$ cat src/rtl/fb_scanout.sv
// fb_scanout: prefetches 64-bit framebuffer words from DDR and scans them out as 8-bit pixels with video timing
module fb_scanout #(
  parameter int          H_ACTIVE = 720,
  parameter int          H_FP     = 16,
  parameter int          H_SYNC   = 62,
  parameter int          H_TOTAL  = 858,
  parameter int          V_ACTIVE = 480,
  parameter int          V_FP     = 9,
  parameter int          V_SYNC   = 6,
  parameter int          V_TOTAL  = 525,
  parameter logic [27:0] FB_BASE  = 28'd0,
  parameter int          DEPTH    = 4
) (
  input  logic        clk_sys,
  input  logic        reset_n,
  input  logic        ce_pix,
  output logic [27:0] rd_addr,
  output logic        rd_req,
  input  logic        rd_ready,
  input  logic [63:0] rd_data,
  output logic [7:0]  color,
  output logic        de,
  output logic        hblank,
  output logic        vblank,
  output logic        hs,
  output logic        vs,
  output logic        underrun
);
  localparam int HW = $clog2(H_TOTAL);
  localparam int VW = $clog2(V_TOTAL);
  localparam int AW = $clog2(DEPTH);
  localparam logic [HW-1:0] H_A  = HW'(H_ACTIVE);
  localparam logic [HW-1:0] H_S0 = HW'(H_ACTIVE + H_FP);
  localparam logic [HW-1:0] H_S1 = HW'(H_ACTIVE + H_FP + H_SYNC);
  localparam logic [HW-1:0] H_L  = HW'(H_TOTAL - 1);
  localparam logic [VW-1:0] V_A  = VW'(V_ACTIVE);
  localparam logic [VW-1:0] V_S0 = VW'(V_ACTIVE + V_FP);
  localparam logic [VW-1:0] V_S1 = VW'(V_ACTIVE + V_FP + V_SYNC);
  localparam logic [VW-1:0] V_L  = VW'(V_TOTAL - 1);
  localparam logic [AW:0]   FULL = (AW+1)'(DEPTH);
  localparam logic [27:0]   LAST = FB_BASE + 28'(8 * (H_ACTIVE * V_ACTIVE / 8 - 1));

  typedef enum logic [1:0] {F_IDLE, F_REQ, F_GAP} fetch_t;

  fetch_t        fst;
  logic [HW-1:0] hc;
  logic [VW-1:0] vc;
  logic [63:0]   mem [DEPTH];
  logic [AW-1:0] wptr;
  logic [AW-1:0] rptr;
  logic [AW:0]   cnt;
  logic [2:0]    bsel;
  logic          discard;
  logic          active;
  logic          flush;
  logic          empty;
  logic          push;
  logic          pop;

  assign active = (hc < H_A) && (vc < V_A);
  assign flush  = ce_pix && (vc == V_A) && (hc == '0);
  assign empty  = (cnt == '0);
  assign push   = (fst == F_REQ) && rd_ready && !discard && !flush;
  assign pop    = ce_pix && active && (bsel == 3'd7) && !empty && !flush;

  // raster counters advance one pixel per ce_pix
  always_ff @(posedge clk_sys or negedge reset_n)
    if (!reset_n) begin
      hc <= '0;
      vc <= '0;
    end else if (ce_pix) begin
      hc <= (hc == H_L) ? '0 : hc + HW'(1);
      if (hc == H_L) vc <= (vc == V_L) ? '0 : vc + VW'(1);
    end

  // registered video outputs reflect the counters before this pixel's increment
  always_ff @(posedge clk_sys or negedge reset_n)
    if (!reset_n) begin
      color    <= '0;
      de       <= 1'b0;
      hblank   <= 1'b0;
      vblank   <= 1'b0;
      hs       <= 1'b0;
      vs       <= 1'b0;
      underrun <= 1'b0;
    end else if (ce_pix) begin
      color    <= (active && !empty) ? mem[rptr][{bsel, 3'b000} +: 8] : 8'h00;
      de       <= active;
      hblank   <= (hc >= H_A);
      vblank   <= (vc >= V_A);
      hs       <= (hc >= H_S0) && (hc < H_S1);
      vs       <= (vc >= V_S0) && (vc < V_S1);
      if (active && empty) underrun <= 1'b1;
    end

  // prefetch storage; contents need no reset since count gates every read
  always_ff @(posedge clk_sys)
    if (push) mem[wptr] <= rd_data;

  // FIFO pointers, occupancy and byte lane; flush wins over push and pop
  always_ff @(posedge clk_sys or negedge reset_n)
    if (!reset_n) begin
      wptr <= '0;
      rptr <= '0;
      cnt  <= '0;
      bsel <= '0;
    end else if (flush) begin
      wptr <= '0;
      rptr <= '0;
      cnt  <= '0;
      bsel <= '0;
    end else begin
      if (push) wptr <= wptr + AW'(1);
      if (pop) rptr <= rptr + AW'(1);
      cnt <= cnt + (AW+1)'(push) - (AW+1)'(pop);
      if (ce_pix && active) bsel <= bsel + 3'd1;
    end

  // single-outstanding fetch engine; an in-flight word at flush is dropped on arrival
  always_ff @(posedge clk_sys or negedge reset_n)
    if (!reset_n) begin
      fst     <= F_IDLE;
      rd_req  <= 1'b0;
      rd_addr <= FB_BASE;
      discard <= 1'b0;
    end else
      case (fst)
        F_IDLE:
          if (flush) rd_addr <= FB_BASE;
          else if (cnt < FULL) begin
            rd_req <= 1'b1;
            fst    <= F_REQ;
          end
        F_REQ:
          if (rd_ready) begin
            rd_req  <= 1'b0;
            fst     <= F_GAP;
            discard <= 1'b0;
            rd_addr <= (discard || flush || rd_addr == LAST) ? FB_BASE : rd_addr + 28'd8;
          end else if (flush) discard <= 1'b1;
        F_GAP: begin
          fst <= F_IDLE;
          if (flush) rd_addr <= FB_BASE;
        end
        default: fst <= F_IDLE;
      endcase
endmodule
$ cat config.mk
export PLATFORM = sky130hd
export DESIGN_NAME = fb_scanout
export DESIGN_NICKNAME = d
export VERILOG_FILES = /design/src/rtl/fb_scanout.sv
export SDC_FILE = /design/constraint.sdc
export NUM_CORES = 1
export LEC_CHECK = 0
export BUFFER_PORTS_ARGS = -buffer_cell sky130_fd_sc_hd__clkbuf_2
export CORE_ASPECT_RATIO = 1.75
export CORE_MARGIN = 3
export CORE_UTILIZATION = 45
export DETAILED_ROUTE_END_ITERATION = 6
export PLACE_DENSITY = 0.61
export SYNTH_ARGS = -nofsm -noshare
export SYNTH_HDL_FRONTEND = slang
export SYNTH_SLANG_ARGS = --single-unit
$ cat constraint.sdc
create_clock -name clk_sys -period 3.9 [get_ports clk_sys]
set_input_delay 0 -clock clk_sys [delete_from_list [all_inputs] [get_ports clk_sys]]
set_output_delay 0 -clock clk_sys [all_outputs]
set_load 0.005 [all_outputs]
* Word-level counts from Yosys, hierarchy flattened
Memories as Yosys holds them, arrays and structs flattened. Cells that the tools add are included.
Operators by class: reduce and logical (&&, ||, !) cells 35, mux-type cells 26, $lt $le $gt $ge 9, shifts and indexed selects 1, $add $sub $neg 8, eq/ne operators 11
Operator list (number):
- $mux 28 | 3
- $shiftx 64x7->8 | 1
- $pmux 28 s2 | 1
- $add 28x4->28 const B | 1
- $eq 28x19->1 const B | 1
- $add 10x1->10 const B | 2
- $eq 10x10->1 const B | 2
- $ge 10x10->1 const B | 2
- $ge 10x9->1 const B | 2
- $lt 10x10->1 const B | 2
- $lt 10x9->1 const B | 2
- $mux 10 | 2
- $logic_and 1x1->1 | 14
- $mux 2 | 7
- $reduce_bool 2->1 | 6
- $eq 10x9->1 const B | 1
- $logic_not 10->1 | 1
- $mux 3 | 3
- $mux 8 | 1
- $mux 1 | 7
- $ne 2x2->1 const B | 3
- $reduce_and 2->1 | 3
- $reduce_and 3->1 | 2
- $add 2x1->2 const B | 2
- other kinds (16) | 19
Word-level totals: memories kept 1, flip-flop bits (word level) 76, output and inout port bits 43, word-level logic and storage cells 108, input port bits 68, bits in writable memories 256
Memory list:
- mem | depth 4, width 64, read ports 1, clocked after memory_dff 0, wr ports 1, RTL line 48 | logic [63:0] mem [DEPTH];

* Depth between registers and ports, before layout
depth after elaboration 8, mapped depth 16, gate-level depth less buffers 15

* Worst setup path after synthesis
No wires, ideal clock.
path kind register to register, start point reg vc[0], end point mem mem[0][0] (enable), slack 0.605 ns, buffers on the path 0, arrival time 2.866 ns, clock period less this slack 3.295 ns, stages on the path, launching flop included 8, library setup time 0.429 ns, required time 3.471 ns, cell sequence dfrtp_1 > inv_1 > ha_1 > nor4b_1 > nand4_1 > nor2_4 > nor3_2 > and2_1
On the way: longest elaborated chain between the ends 7
Ends and longest elaborated chain:
- from (decl) | RTL line 47 | logic [VW-1:0] vc;
- from (signal assigned) | RTL line 73 | if (hc == H_L) vc <= (vc == V_L) ? '0 : vc + VW'(1);
- $eq 10x9->1 | RTL line 61 | assign flush = ce_pix && (vc == V_A) && (hc == '0);
- $logic_and 1x1->1 (2 in a row) | RTL line 61
- $logic_not 1->1 | RTL line 63 | assign push = (fst == F_REQ) && rd_ready && !discard && !flush;
- $logic_and 1x1->1 | RTL line 63
- $mux 1 | RTL line 98 | if (push) mem[wptr] <= rd_data;
- $mux 1 (not written as such) | RTL line 98
- to (decl) | RTL line 48
Every way passes these cells.

* Final worst setup path
start point reg vc[0], end point reg cnt[2]
On the way: longest elaborated chain between the ends 8, elaborated cells on any way between the ends 14, those cells by class 2 x add/sub; 1 x order compare; 1 x eq/ne; 1 x mux; 9 x reduce/logical
Ends and longest elaborated chain:
- $eq 10x9->1 / $lt 10x9->1 (equally long branches) | RTL line 61, 60
- $logic_and 1x1->1, on equally long branches | RTL line 61, 60
- $logic_and 1x1->1, on equally long branches | RTL line 61, 64
- $logic_not 1->1 / $logic_and 1x1->1 (equally long branches) | RTL line 63, 64
- $logic_and 1x1->1, on equally long branches | RTL line 63, 64
- $add 3x1->3 / $logic_and 1x1->1 (equally long branches) | RTL line 115, 64
- $sub 3x1->3 | RTL line 115 | cnt <= cnt + (AW+1)'(push) - (AW+1)'(pop);
- $mux 3 (*) | RTL line 107 | end else if (flush) begin
- to (signal assigned) | RTL line 115
- to (decl) | RTL line 51 | logic [AW:0] cnt;
Mark *: on every way between the ends. The rest lies on a longest branch, timed or not. A chain may end at the register's enable or synchronous reset.

==> out/qor.csv <==
stage,metric,value,unit
outcome,outcome,"finished, final reports clean",
sta,worst_pin_slew,0.948,ns
worst_setup_path,r2r_cells,15,
global_routing,grt_pass1_vias,8669,
worst_setup_path,worstPathRequired,4.36,ns
worst_setup_path,crit_type,reg2reg,
logic_synthesis,yosys-top-cells-count,"edfxtp_1, dfrtp_1, mux4_2",
global_routing,grt_pass1_wl,47200,µm
clock_network,cts_buffer_depth,3,
routing,drt_iter0_markers,318,
worst_setup_path,crit_arrival,3.77,ns
floorplan,core_area,30200,µm²
clock_network,clk_pin_slew,0.07,ns
power,peakVddDrop,0.000419,V
final_layout,final_layout_size_suffix_gt1_share,24.2,%
final_layout,fill_cells,2447,
floorplan,fp.dieW,138,µm
clock_network,cts_root_buf,clkbuf_16,
logic_synthesis,synth-seq-cells,329,
routing,ant_nets,0,
routing,via_per_inst,5.63,
clock_network,cts_made_buffers,31,
floorplan,initial_core_util,45.8,%
worst_setup_path,crit_fanout,14,
routing,vias,8125,
floorplan,fp.dieH,238,µm
sta,rsz0062_at_grt,false,
clock_network,clkLatencyLatePin,0.57,ns
logic_synthesis,synth_area_leaders,"edfxtp_1, dfrtp_1, mux4_2",
clock_network,cts_sinks,329,
final_layout,area_delta_synth_final,19.4,%
clock_network,cts_resized,0,
job,cap_violations,0,
clock_network,cts_max_level,1,
logic_synthesis,ys_warn_count,0,
worst_setup_path,startpoint_type,register,
global_routing,grt_max_degree,74,
sta,tns,0,ns
clock_network,postCtsSetupBuffers,0,
logic_synthesis,async_flop_share,22.2,%
logic_synthesis,ys.flop_type,edfxtp_1,
worst_hold_path,hold_class,in2async,
routing,wl_per_cell,20.5,µm
sta,worst_slew_margin_rel,36.8,%
logic_synthesis,yosysSeqAreaShare,68.9,%
place,gp_congestion,0.827,
power,finalPower,0.0100,W
logic_synthesis,avgSynthCellArea,16.3,µm²
place,dp.cells,1317,
sta,max_freq,302,MHz
sta,setup_viol,0,
routing,route.detailed.drc,0,
routing,dr.pass1.iters,5,
logic_synthesis,synthMostInstantiatedCell,edfxtp_1,
place,dp_hpwl,19000,µm
sta,slew_viol_final,0,
sta,fin_skew,0.0160,ns
floorplan,rows,84,
logic_synthesis,postSynthCellCount,845,
clock_network,cts_hold_buf,67,
routing,wirelength,29600,µm
final_layout,finalNetCount,1115,
floorplan,die_area,32900,µm²
power,p_per_area,610,nW/µm²
logic_synthesis,synth_cell_types,73,
global_routing,grt.overflow.total,0,
global_routing,antenna_found_initial,0,
power,leakage,5.89,nW
clock_network,tritoncts,done,
sta,min_period,3.31,ns
worst_setup_path,cp-end-kind,register,
logic_synthesis,synth_top_area_cell,edfxtp_1,
logic_synthesis,synth-edff-count,256,
floorplan,pin_count,111,
final_layout,diodes,0,
sta,worst_hold_slack,0.123,ns
final_layout,instances_no_fill,1442,
place,port_buffers,107,
logic_synthesis,yosysTopAreaCellShare,55.7,%
sta,final-hold-violation-count,0,
logic_synthesis,synth_area,13800,µm²
global_routing,grtUsageTotal,18.1,%
sta,fin_crit_sh,84.9,%
[power by group]
group          internal [W]  leakage, nW  switching (W)
clock network       0.00158        0.458        0.00127
registers           0.00426         3.24       0.000448
logic               0.00121         2.20        0.00127
[stage by stage]
stage                     setup slack (ns)  util [%]  area, µm²
after floorplan                      0.605         -      13800
after global routing                 0.271      54.6      16500
after CTS                            0.581      54.6      16500
final                                0.590      54.6      16500
after global placement               0.637      49.2      14900
after detailed placement             0.586      49.2      14900
[registers in the layout (all words and copies together), names as in the netlist, 2 cells and up]
signal,count
vc,10
rptr,2
cnt,3
bsel,3
hc,10
fst,2
color,8
wptr,2
rd_addr,25
mem,256
[kinds of logic after synthesis]
family | count (synthesis) | share of synthesized area [%]
multiplexers | 72 | 11.0
other | 1 | 0.0272
AO/OA/AOI/OAI | 141 | 7.14
buffers and inverters | 76 | 2.35
XOR/XNOR | 11 | 0.698
AND/OR/NAND/NOR | 198 | 8.22
adder cells (fa/ha/maj) | 17 | 1.60
flip-flops | 329 | 68.9
[path summary, 6_finish.rpt]
path	startpoint	end	slack, ns
setup reg to reg	vc[0]	cnt[2]	0.59
setup / recovery	vc[0]	cnt[2]	0.59
min in group clk_sys	rd_data[19]	mem[0][19]	0.18
max in group asynchronous	reset_n	rptr[0]	3.07
hold reg to reg	vc[8]	vc[8]	0.48
hold / removal	reset_n	vc[5]	0.12
[routing by layer]
metal / wire [µm] / track usage (%) / part of all wire (%)
met1: 11100 / 20.7 / 38
met2: 16200 / 34.2 / 55
met3: 1290 / 2.40 / 4.4
met4: 1010 / 7.07 / 3.4
met5: 0 / 0 / 0
[worst max-delay path, stage by stage, from the launching register on]
cell and delay, ns:
dfrtp_1 0.44, inv_1 0.11, ha_1 0.18, nor4b_1 0.32, nand4_1 0.41, nor2_4 0.22, nor3_2 0.08, inv_2 0.23
ha_1 0.28, inv_1 0.05, ha_1 0.12, inv_1 0.04, fa_1 0.36, xor2_1 0.16, xnor2_1 0.13, nor2_1 0.05
[layout by cell type, fill, tap and decap left out, types with 5 or more instances in the layout]
master | Yosys | layout
nor3_1 | 13 | 13
a21oi_1 | 12 | 12
nand2_1 | 27 | 27
o21ai_0 | 39 | 39
a311oi_1 | 8 | 8
clkbuf_2 | 0 | 106
and3_1 | 10 | 10
clkinv_1 | 0 | 13
a31oi_1 | 7 | 6
clkbuf_16 | 0 | 31
o31ai_1 | 13 | 13
or4_1 | 10 | 10
a22o_1 | 10 | 10
o22ai_1 | 7 | 7
or3_1 | 5 | 5
edfxtp_1 | 256 | 256
ha_1 | 16 | 16
a211oi_1 | 10 | 10
nor2_1 | 33 | 33
nand4_1 | 9 | 9
o41ai_1 | 6 | 6
dlygate4sd3_1 | 0 | 67
buf_4 | 5 | 12
dfrtp_1 | 73 | 70
inv_1 | 35 | 35
xor2_1 | 7 | 7
nor2b_1 | 15 | 15
mux4_2 | 64 | 64
nand3_1 | 24 | 24
a22oi_1 | 7 | 7
nand2b_1 | 13 | 13
mux2i_1 | 5 | 5
buf_12 | 0 | 5
[area by class of cell]
| class | count | area (µm²) | share of cell area (%) |
|---|---|---|---|
| Inverter | 36 | 135 | 0.820 |
| Clock buffer | 33 | 783 | 4.75 |
| Clock inverter | 25 | 178 | 1.08 |
| Timing Repair Buffer | 190 | 1390 | 8.44 |
| Tap cell | 387 | 484 | 2.94 |
| Sequential cell | 329 | 9520 | 57.8 |
| Multi-Input combinational cell | 442 | 3990 | 24.2 |
No activity file was read; power rests on OpenSTA's default activity.
